<file path="src/rtl/game_turn_ctrl_if.sv">
// Battleship turn sequencer bus: mouse/decoder and board on one side,
// the sequencer on the other.
interface game_turn_ctrl_if #(
    parameter int SHIPS = 4
);
    localparam int HW = $clog2(SHIPS + 1);

    logic          start_btn;
    logic          click;
    logic [5:0]    click_pos;
    logic [1:0]    cell_code;
    logic [1:0]    phase;
    logic [5:0]    cell_addr;
    logic          place;
    logic          turn_guest;
    logic          hit;
    logic          miss;
    logic [HW-1:0] host_hits;
    logic [HW-1:0] guest_hits;
    logic          game_over;
    logic          winner_guest;

    modport master (
        output start_btn, click, click_pos, cell_code,
        input  phase, cell_addr, place, turn_guest, hit, miss,
        input  host_hits, guest_hits, game_over, winner_guest
    );

    modport slave (
        input  start_btn, click, click_pos, cell_code,
        output phase, cell_addr, place, turn_guest, hit, miss,
        output host_hits, guest_hits, game_over, winner_guest
    );
endinterface

</file>
<file path="src/rtl/game_turn_ctrl.sv">
// Battleship game sequencer: placement, alternating fire turns, hit scoring.
// Optional turn timeout enabled by defining TURN_TIMEOUT_EN.
module game_turn_ctrl #(
    parameter int SHIPS          = 4,
    parameter int TIMEOUT_CYCLES = 100_000_000
) (
    input  logic               clk,
    input  logic               rst,
    game_turn_ctrl_if.slave    bus
);
    localparam int HW = $clog2(SHIPS + 1);
    localparam logic [HW-1:0] FULL = HW'(SHIPS);

    typedef enum logic [2:0] {
        IDLE, PL_HOST, CK_HOST, PL_GUEST,
        CK_GUEST, FIRE, CK_FIRE, OVER
    } state_t;

    state_t        state, state_nx;
    logic          settle, settle_nx;
    logic [5:0]    addr, addr_nx;
    logic          turn, turn_nx;
    logic          win, win_nx;
    logic [HW-1:0] placed, placed_nx;
    logic [HW-1:0] hh, hh_nx;
    logic [HW-1:0] gh, gh_nx;
    logic [HW-1:0] cnt, cnt_inc;
    logic          place, hit, miss;
    logic          tmo;

`ifdef TURN_TIMEOUT_EN
    localparam int TW = $clog2(TIMEOUT_CYCLES + 1);
    logic [TW-1:0] tmr;

    assign tmo = (state == FIRE) && (tmr == TW'(TIMEOUT_CYCLES - 1));

    always_ff @(posedge clk or posedge rst) begin
        if (rst)
            tmr <= '0;
        else if (state != FIRE || state_nx != FIRE || tmo)
            tmr <= '0;
        else
            tmr <= tmr + 1'b1;
    end
`else
    localparam int unused_tmo = TIMEOUT_CYCLES;
    assign tmo = 1'b0;
`endif

    always_ff @(posedge clk or posedge rst) begin
        if (rst) begin
            state  <= IDLE;
            settle <= 1'b0;
            addr   <= '0;
            turn   <= 1'b0;
            win    <= 1'b0;
            placed <= '0;
            hh     <= '0;
            gh     <= '0;
        end else begin
            state  <= state_nx;
            settle <= settle_nx;
            addr   <= addr_nx;
            turn   <= turn_nx;
            win    <= win_nx;
            placed <= placed_nx;
            hh     <= hh_nx;
            gh     <= gh_nx;
        end
    end

    // CK_* spend their first cycle waiting for the board read of cell_addr
    always_comb begin
        state_nx  = state;
        settle_nx = 1'b0;
        addr_nx   = addr;
        turn_nx   = turn;
        win_nx    = win;
        placed_nx = placed;
        hh_nx     = hh;
        gh_nx     = gh;
        place     = 1'b0;
        hit       = 1'b0;
        miss      = 1'b0;
        cnt       = turn ? gh : hh;
        cnt_inc   = (cnt == FULL) ? FULL : cnt + 1'b1;
        unique case (state)
            IDLE, OVER: begin
                if (bus.start_btn) begin
                    state_nx  = PL_HOST;
                    turn_nx   = 1'b0;
                    win_nx    = 1'b0;
                    placed_nx = '0;
                    hh_nx     = '0;
                    gh_nx     = '0;
                end
            end
            PL_HOST, PL_GUEST, FIRE: begin
                if (bus.click) begin
                    addr_nx   = bus.click_pos;
                    settle_nx = 1'b1;
                    unique case (state)
                        PL_HOST:  state_nx = CK_HOST;
                        PL_GUEST: state_nx = CK_GUEST;
                        default:  state_nx = CK_FIRE;
                    endcase
                end else if (tmo) begin
                    turn_nx = ~turn;
                end
            end
            CK_HOST, CK_GUEST: begin
                if (!settle) begin
                    state_nx = (state == CK_HOST) ? PL_HOST : PL_GUEST;
                    if (bus.cell_code == 2'b00) begin
                        place = 1'b1;
                        if (placed == FULL - 1'b1) begin
                            placed_nx = '0;
                            state_nx  = (state == CK_HOST) ? PL_GUEST : FIRE;
                        end else begin
                            placed_nx = placed + 1'b1;
                        end
                    end
                end
            end
            CK_FIRE: begin
                if (!settle) begin
                    state_nx = FIRE;
                    unique case (bus.cell_code)
                        2'b01: begin
                            place = 1'b1;
                            hit   = 1'b1;
                            if (turn) gh_nx = cnt_inc;
                            else      hh_nx = cnt_inc;
                            if (cnt_inc == FULL) begin
                                state_nx = OVER;
                                win_nx   = turn;
                            end
                        end
                        2'b00: begin
                            place   = 1'b1;
                            miss    = 1'b1;
                            turn_nx = ~turn;
                        end
                        default: ;
                    endcase
                end
            end
            default: state_nx = IDLE;
        endcase
    end

    always_comb begin
        bus.phase = 2'b11;
        unique case (state)
            PL_HOST, CK_HOST:   bus.phase = 2'b01;
            PL_GUEST, CK_GUEST: bus.phase = 2'b10;
            FIRE, CK_FIRE:      bus.phase = 2'b00;
            default:            bus.phase = 2'b11;
        endcase
    end

    assign bus.cell_addr    = addr;
    assign bus.place        = place;
    assign bus.hit          = hit;
    assign bus.miss         = miss;
    assign bus.turn_guest   = turn;
    assign bus.host_hits    = hh;
    assign bus.guest_hits   = gh;
    assign bus.game_over    = (state == OVER);
    assign bus.winner_guest = win;
endmodule

</file>
<file path="src/flat_wrapper.sv">
// flat-port wrapper written by rule: the top's interface ports become plain ports
module game_turn_ctrl_flat 
#(
    parameter int SHIPS          = 4,
    parameter int TIMEOUT_CYCLES = 100_000_000
)
  (clk, rst, bus_start_btn, bus_click, bus_click_pos, bus_cell_code, bus_phase, bus_cell_addr, bus_place, bus_turn_guest, bus_hit, bus_miss, bus_host_hits, bus_guest_hits, bus_game_over, bus_winner_guest);
  game_turn_ctrl_if #(.SHIPS(SHIPS)) bus_i ();
  input  logic clk;
  input  logic rst;
  input wire logic [$bits(bus_i.start_btn)-1:0] bus_start_btn;
  input wire logic [$bits(bus_i.click)-1:0] bus_click;
  input wire logic [$bits(bus_i.click_pos)-1:0] bus_click_pos;
  input wire logic [$bits(bus_i.cell_code)-1:0] bus_cell_code;
  output wire logic [$bits(bus_i.phase)-1:0] bus_phase;
  output wire logic [$bits(bus_i.cell_addr)-1:0] bus_cell_addr;
  output wire logic [$bits(bus_i.place)-1:0] bus_place;
  output wire logic [$bits(bus_i.turn_guest)-1:0] bus_turn_guest;
  output wire logic [$bits(bus_i.hit)-1:0] bus_hit;
  output wire logic [$bits(bus_i.miss)-1:0] bus_miss;
  output wire logic [$bits(bus_i.host_hits)-1:0] bus_host_hits;
  output wire logic [$bits(bus_i.guest_hits)-1:0] bus_guest_hits;
  output wire logic [$bits(bus_i.game_over)-1:0] bus_game_over;
  output wire logic [$bits(bus_i.winner_guest)-1:0] bus_winner_guest;
  assign bus_i.start_btn = bus_start_btn;
  assign bus_i.click = bus_click;
  assign bus_i.click_pos = bus_click_pos;
  assign bus_i.cell_code = bus_cell_code;
  assign bus_phase = bus_i.phase;
  assign bus_cell_addr = bus_i.cell_addr;
  assign bus_place = bus_i.place;
  assign bus_turn_guest = bus_i.turn_guest;
  assign bus_hit = bus_i.hit;
  assign bus_miss = bus_i.miss;
  assign bus_host_hits = bus_i.host_hits;
  assign bus_guest_hits = bus_i.guest_hits;
  assign bus_game_over = bus_i.game_over;
  assign bus_winner_guest = bus_i.winner_guest;
  game_turn_ctrl #(.SHIPS(SHIPS), .TIMEOUT_CYCLES(TIMEOUT_CYCLES)) u_core (.clk(clk), .rst(rst), .bus(bus_i));
endmodule
</file>
<file path="config.mk">
export PLATFORM = sky130hd
export DESIGN_NAME = game_turn_ctrl_flat
export DESIGN_NICKNAME = d
export VERILOG_FILES = /design/src/rtl/game_turn_ctrl_if.sv /design/src/rtl/game_turn_ctrl.sv /design/src/flat_wrapper.sv
export SDC_FILE = /design/constraint.sdc
export NUM_CORES = 1
export LEC_CHECK = 0
export BUFFER_PORTS_ARGS = -buffer_cell sky130_fd_sc_hd__buf_2
export CAP_MARGIN = 25
export CORE_MARGIN = 4
export CORE_UTILIZATION = 53
export CTS_CLUSTER_DIAMETER = 120
export DETAILED_ROUTE_END_ITERATION = 12
export PLACE_DENSITY_LB_ADDON = 0.12
export SYNTH_ARGS = -nofsm -noshare
export SYNTH_HDL_FRONTEND = slang
export SYNTH_SLANG_ARGS = --single-unit
</file>
<file path="constraint.sdc">
create_clock -name clk -period 2.23 [get_ports clk]
set_input_delay 0.3345 -clock clk [delete_from_list [all_inputs] [get_ports clk]]
set_output_delay 0.3345 -clock clk [all_outputs]
set_load 0.005 [all_outputs]
</file>
Word-level counts from Yosys, hierarchy flattened
Cells that the tools add are included.
{"block": "totals", "register_bits": 21, "out_inout_bits": 20}
{"block": "classes", "add_sub_neg": 2, "eq_ne": 21, "mux": 47, "n_bitwise": 1, "reduce_logical": 18}
{"operator": "$mux 3", "n": 20}
{"operator": "$pmux 3 s2", "n": 4}
{"operator": "$eq 3x3->1 const B", "n": 6}
{"operator": "$mux 1", "n": 16}
{"operator": "$reduce_and 5->1", "n": 3}
{"operator": "$pmux 3 s4", "n": 1}
{"operator": "$reduce_and 4->1", "n": 3}
{"operator": "$reduce_or 2->1", "n": 6}
{"operator": "$ne 2x1->1 const B", "n": 5}
{"operator": "$ne 2x2->1 const B", "n": 5}
{"operator": "$eq 3x2->1 const B", "n": 3}
{"operator": "$add 3x1->3 const B", "n": 2}
{"operator": "$pmux 1 s2", "n": 3}
{"operator": "$pmux 2 s3", "n": 1}
{"operator": "$mux 2", "n": 2}
{"operator": "$reduce_bool 2->1", "n": 2}
{"operator": "$eq 3x1->1 const B", "n": 1}
{"operator": "$logic_not 3->1", "n": 1}
{"operator": "$reduce_or 3->1", "n": 1}
{"operator": "$eq 2x1->1 const B", "n": 1}
{"operator": "$logic_not 2->1", "n": 1}
{"operator": "$reduce_and 2->1", "n": 1}
{"operator": "$not 1->1", "n": 1}

Logic depth before layout (Yosys ltp)
{"block": "depth", "depth_word": 8, "mapped_depth": 10}

Worst setup path before layout
No wires, ideal clock.
{"block": "synth_timing", "path_kind": "flip-flop to flip-flop", "start": "register u_core.turn, in the netlist u_core.bus.turn_guest", "end": "register u_core.win, in the netlist u_core.bus.winner_guest", "setup_time_ns": 0.087, "arrival_ns": 1.910, "t_required_ns": 2.143, "slack_ns": 0.233, "stages_incl_launch_ff": 10, "path_buffers": 2, "path_cell_list": "dfrtp_1 -> clkbuf_1 -> clkbuf_1 -> o21a_1 -> inv_1 -> ha_1 -> nand2b_1 -> mux2i_1 -> or3_1 -> o211ai_1"}
{"block": "synth_via", "elab_chain_len": 6}
{"element": "start: declaration", "line": "game_turn_ctrl.sv:22", "rtl": "logic turn, turn_nx;"}
{"element": "start signal: assignment", "line": "game_turn_ctrl.sv:64", "rtl": "turn <= turn_nx;"}
{"element": "$mux 3", "line": "game_turn_ctrl.sv:85", "rtl": "cnt = turn ? gh : hh;"}
{"element": "$add 3x1->3 / $eq 3x3->1 (equally long branches)", "line": "game_turn_ctrl.sv:86", "rtl": "cnt_inc = (cnt == FULL) ? FULL : cnt + 1'b1;"}
{"element": "$mux 3", "line": "game_turn_ctrl.sv:86"}
{"element": "$eq 3x3->1", "line": "game_turn_ctrl.sv:134", "rtl": "if (cnt_inc == FULL) begin"}
{"element": "$ne 2x1->1 (no line)"}
{"element": "$reduce_and 5->1 (no line)"}
{"element": "end signal: assignment", "line": "game_turn_ctrl.sv:65", "rtl": "win <= win_nx;"}
{"element": "end: declaration", "line": "game_turn_ctrl.sv:23", "rtl": "logic win, win_nx;"}
Parallel ways exist; a longest one is shown, timed or not. The select of a mux whose other input is x is not followed.
A chain may end at the register's enable or synchronous reset.

Worst setup path after layout
{"block": "layout_timing", "start": "register u_core.state[1]", "end": "output bus_hit"}
{"block": "layout_via", "elab_chain_len": 2}
{"element": "start: declaration", "line": "game_turn_ctrl.sv:19", "rtl": "state_t state, state_nx;"}
{"element": "start signal: assignment", "line": "game_turn_ctrl.sv:61", "rtl": "state <= state_nx;"}
{"element": "$eq 3x3->1", "line": "game_turn_ctrl.sv:87", "rtl": "unique case (state)"}
{"element": "$mux 1", "line": "game_turn_ctrl.sv:87"}
{"element": "end: declaration", "line": "flat_wrapper.sv:19", "rtl": "output wire logic [$bits(bus_i.hit)-1:0] bus_hit;"}
No other way between the ends.

==> impl_metrics.csv <==
group,metric,value,unit
status,outcome,"finished clean",
critical_path,rrSetupSlack,0.17,ns
logic_synthesis,syn_area_per_cell,9.468,sq um
cts,cts_buffers,3,
critical_path,cp.depth,5,
sta,hold_viol,0,
cts,hold_buffers,0,
sta,setup_viol,0,
critical_path,critical_path_class,"reg2out",
job,cap_violations,0,
floorplan,die_area,3386,sq um
power,p_per_area,988.5,nW/um^2
critical_path,critPathCaptureType,"output port",
sta,tns,0,ns
critical_path,cp_cell_sequence,"a21bo_1 > mux2_2 > or3_4 > inv_1 > buf_2",
critical_path,critPathMaxStageDelay,0.45,ns
power,power_leakage,0.8003,nW
floorplan,core_area,2297,sq um
cells_and_area,diodes,0,
routing,drc,0,
sta,setup_slack,0.04460,ns
min_path,hp-class,"in2async",
logic_synthesis,synth_async_sr_flop_share,100.0,%
cells_and_area,syn2layout_area_growth,23.06,%
critical_path,rr_endpoint,"u_core.state[1]",
sta,fin_crit_sh,98.00,%
sta,max_clock_freq,457.6,MHz
floorplan,rows,17,
cts,cts_buffer_depth,2,
routing,wl_per_cell,15.37,um
sta,skew,0.007352,ns
cts,h-tree-depth,1,
global_route,grt_pass1_wl,5499,um
routing,firstDrtPassIters,4,
logic_synthesis,synth_fp_nets,157,
logic_synthesis,ys_types,46,
cts,cts_tree,"built",
critical_path,path_max_fanout,5,
place,placed_area,1534,sq um
logic_synthesis,synth_edf_count,0,
cells_and_area,multiInputGateArea,737.0,sq um
routing,initialDrtViolationCount,62,
critical_path,crit_path_start_kind,"flop",
global_route,grt_pass1_vias,1217,
cells_and_area,layout.area.seq,528.0,sq um
cts,clock-sinks,21,
place,dp_hpwl,2351,um
global_route,grt_usage,20.65,%
routing,ant_nets,0,
cells_and_area,nets,197,
critical_path,crit_slowest_cell,"dfrtp_1",
sta,slew_violations,0,
logic_synthesis,syn_area,1335,sq um
routing,routed_wl,3197,um
critical_path,cp.required,1.90,ns
cts,clk_latency,0.32,ns
critical_path,r2r_start,"u_core.state[2]",
sta,grt_setup_unrepaired,"no",
critical_path,cp.buffers_inverters,2,
logic_synthesis,syn_inst,141,
critical_path,cp_top_family,"flip-flops",
global_route,grt.overflow.total,0,
place,gp_congestion,0.8058,
place,place_ws,0.2684,ns
logic_synthesis,synth_seq_cells,21,
global_route,antenna_found_initial,0,
sta,period_needed,2.185,ns
sta,max_slew_margin,49.59,%
logic_synthesis,synth_ff_type,"dfrtp_1",
cts,cts-root-buf,"clkbuf_4",
routing,vias,1224,
floorplan,initial_utilization,58.12,%
place,io_buffers,31,
floorplan,die_w,58.19,um
critical_path,reg2regPathDepth,7,
sta,worst_pin_slew,0.7553,ns
logic_synthesis,ys_seq_area_share,39.36,%
cells_and_area,fin_area,1643,sq um
routing,avgViaCountPerCell,5.885,
global_route,grt_start_max_net_pins,22,
logic_synthesis,yosysWarningCount,0,
power,worst_ir_drop_vdd,0.0007046,V
floorplan,die_h,58.19,um
cells_and_area,fillers,162,
cts,path_clk_slew,0.14,ns
cells_and_area,drive_gt1_share,37.22,%
cells_and_area,final_common_cell,"buf_2",
floorplan,top_level_ports,32,
critical_path,cp_data_arrival_time,1.85,ns
cells_and_area,mostFrequentLayoutCells,"31 x buf_2, 19 x dfrtp_1, 12 x inv_1",
## layout make-up
| type | count | share of cell area [%] |
|---|---|---|
| Clock inverter | 1 | 0.4570 |
| Timing Repair Buffer | 43 | 15.92 |
| Inverter | 13 | 3.123 |
| Clock buffer | 3 | 1.371 |
| Sequential cell | 21 | 32.14 |
| Tap cell | 28 | 2.133 |
| Multi-Input combinational cell | 99 | 44.86 |
## how the worst max path moves through the flow
| stage | slack, ns | end | startpoint |
|---|---|---|---|
| after global placement | 0.31 | u_core.state[1] | u_core.state[2] |
| after CTS | 0.02 | bus_hit | u_core.state[1] |
| after global routing | 0.0004 | bus_hit | u_core.state[2] |
| final | 0.04 | bus_hit | u_core.state[1] |
| after floorplan | 0.23 | u_core.bus.winner_guest | u_core.bus.turn_guest |
| after detailed placement | 0.27 | u_core.state[1] | u_core.state[2] |
## routing by layer
metal / vias up / part of all wire [%] / GRT usage [%]
li1: 590 / - / -
met1: 597 / 41 / 24.83
met2: 31 / 54 / 37.42
met3: 6 / 3.8 / 2.673
met4: 0 / 1.7 / 7.285
met5: - / 0 / 0
## per-stage QoR
step	hold WS, ns	total power [W]	util, %	instances
floorplan	0.3110	0.001095	-	141
global placement	0.4724	0.001293	66.78	198
detailed placement	0.4757	0.001328	66.78	198
CTS	0.1489	0.001569	69.34	204
global route	0.1833	0.001748	71.51	208
finish	0.1174	0.001624	71.51	208
## synthesized netlist by cell type, types with 3 or more instances
library cell  count  area share, %
mux2_2           10            8.4
dfrtp_1          21             39
nand2b_1          3            1.4
o32ai_1           3            2.0
nand2_1           6            1.7
nand3_1           5            1.9
nor3_1            3            1.1
nand3b_1          3            1.7
a21o_1            3            1.7
clkbuf_1          3           0.84
inv_1            12            3.4
o21ai_0           4            1.5
mux2i_1           4            3.0
ha_1              4            3.7
a21oi_1           7            2.6
nor2_1            7            2.0
o21a_1            3            1.7
## what timing repair did
item | CTS | global route
resized for setup | 1 | 6
setup buffers | 2 | 4
pin swaps | 0 | 2
setup endpoints to repair | 1 | 2
## cells by family (layout without fill, tap and decap cells)
kind of cell             count (synthesis)  after routing  share of synthesized area, %
AND/OR/NAND/NOR                         42             42                         17.90
XOR/XNOR                                 3              3                         1.968
buffers and inverters                   21             60                         6.561
AO/OA/AOI/OAI                           36             36                         19.03
flip-flops                              21             21                         39.36
adder cells (fa/ha/maj)                  4              4                         3.749
multiplexers                            14             14                         11.43
## report_power, final
part	leakage, nW	switching, W	total (W)	internal [W]
sequential	0.272	0.0000705	0.000551	0.000481
combinational	0.515	0.000442	0.000870	0.000429
clock	0.0139	0.000134	0.000202	0.0000686
total	0.800	0.000646	0.00162	0.000978
## flip-flops by register name, indices dropped and copies added, names as in the netlist
name and flops:
u_core.bus.guest_hits 3, u_core.placed 3, u_core.bus.winner_guest 1, u_core.bus.cell_addr 6
u_core.settle 1, u_core.bus.turn_guest 1, u_core.state 3, u_core.bus.host_hits 3
(Power assumes the default switching activity.)
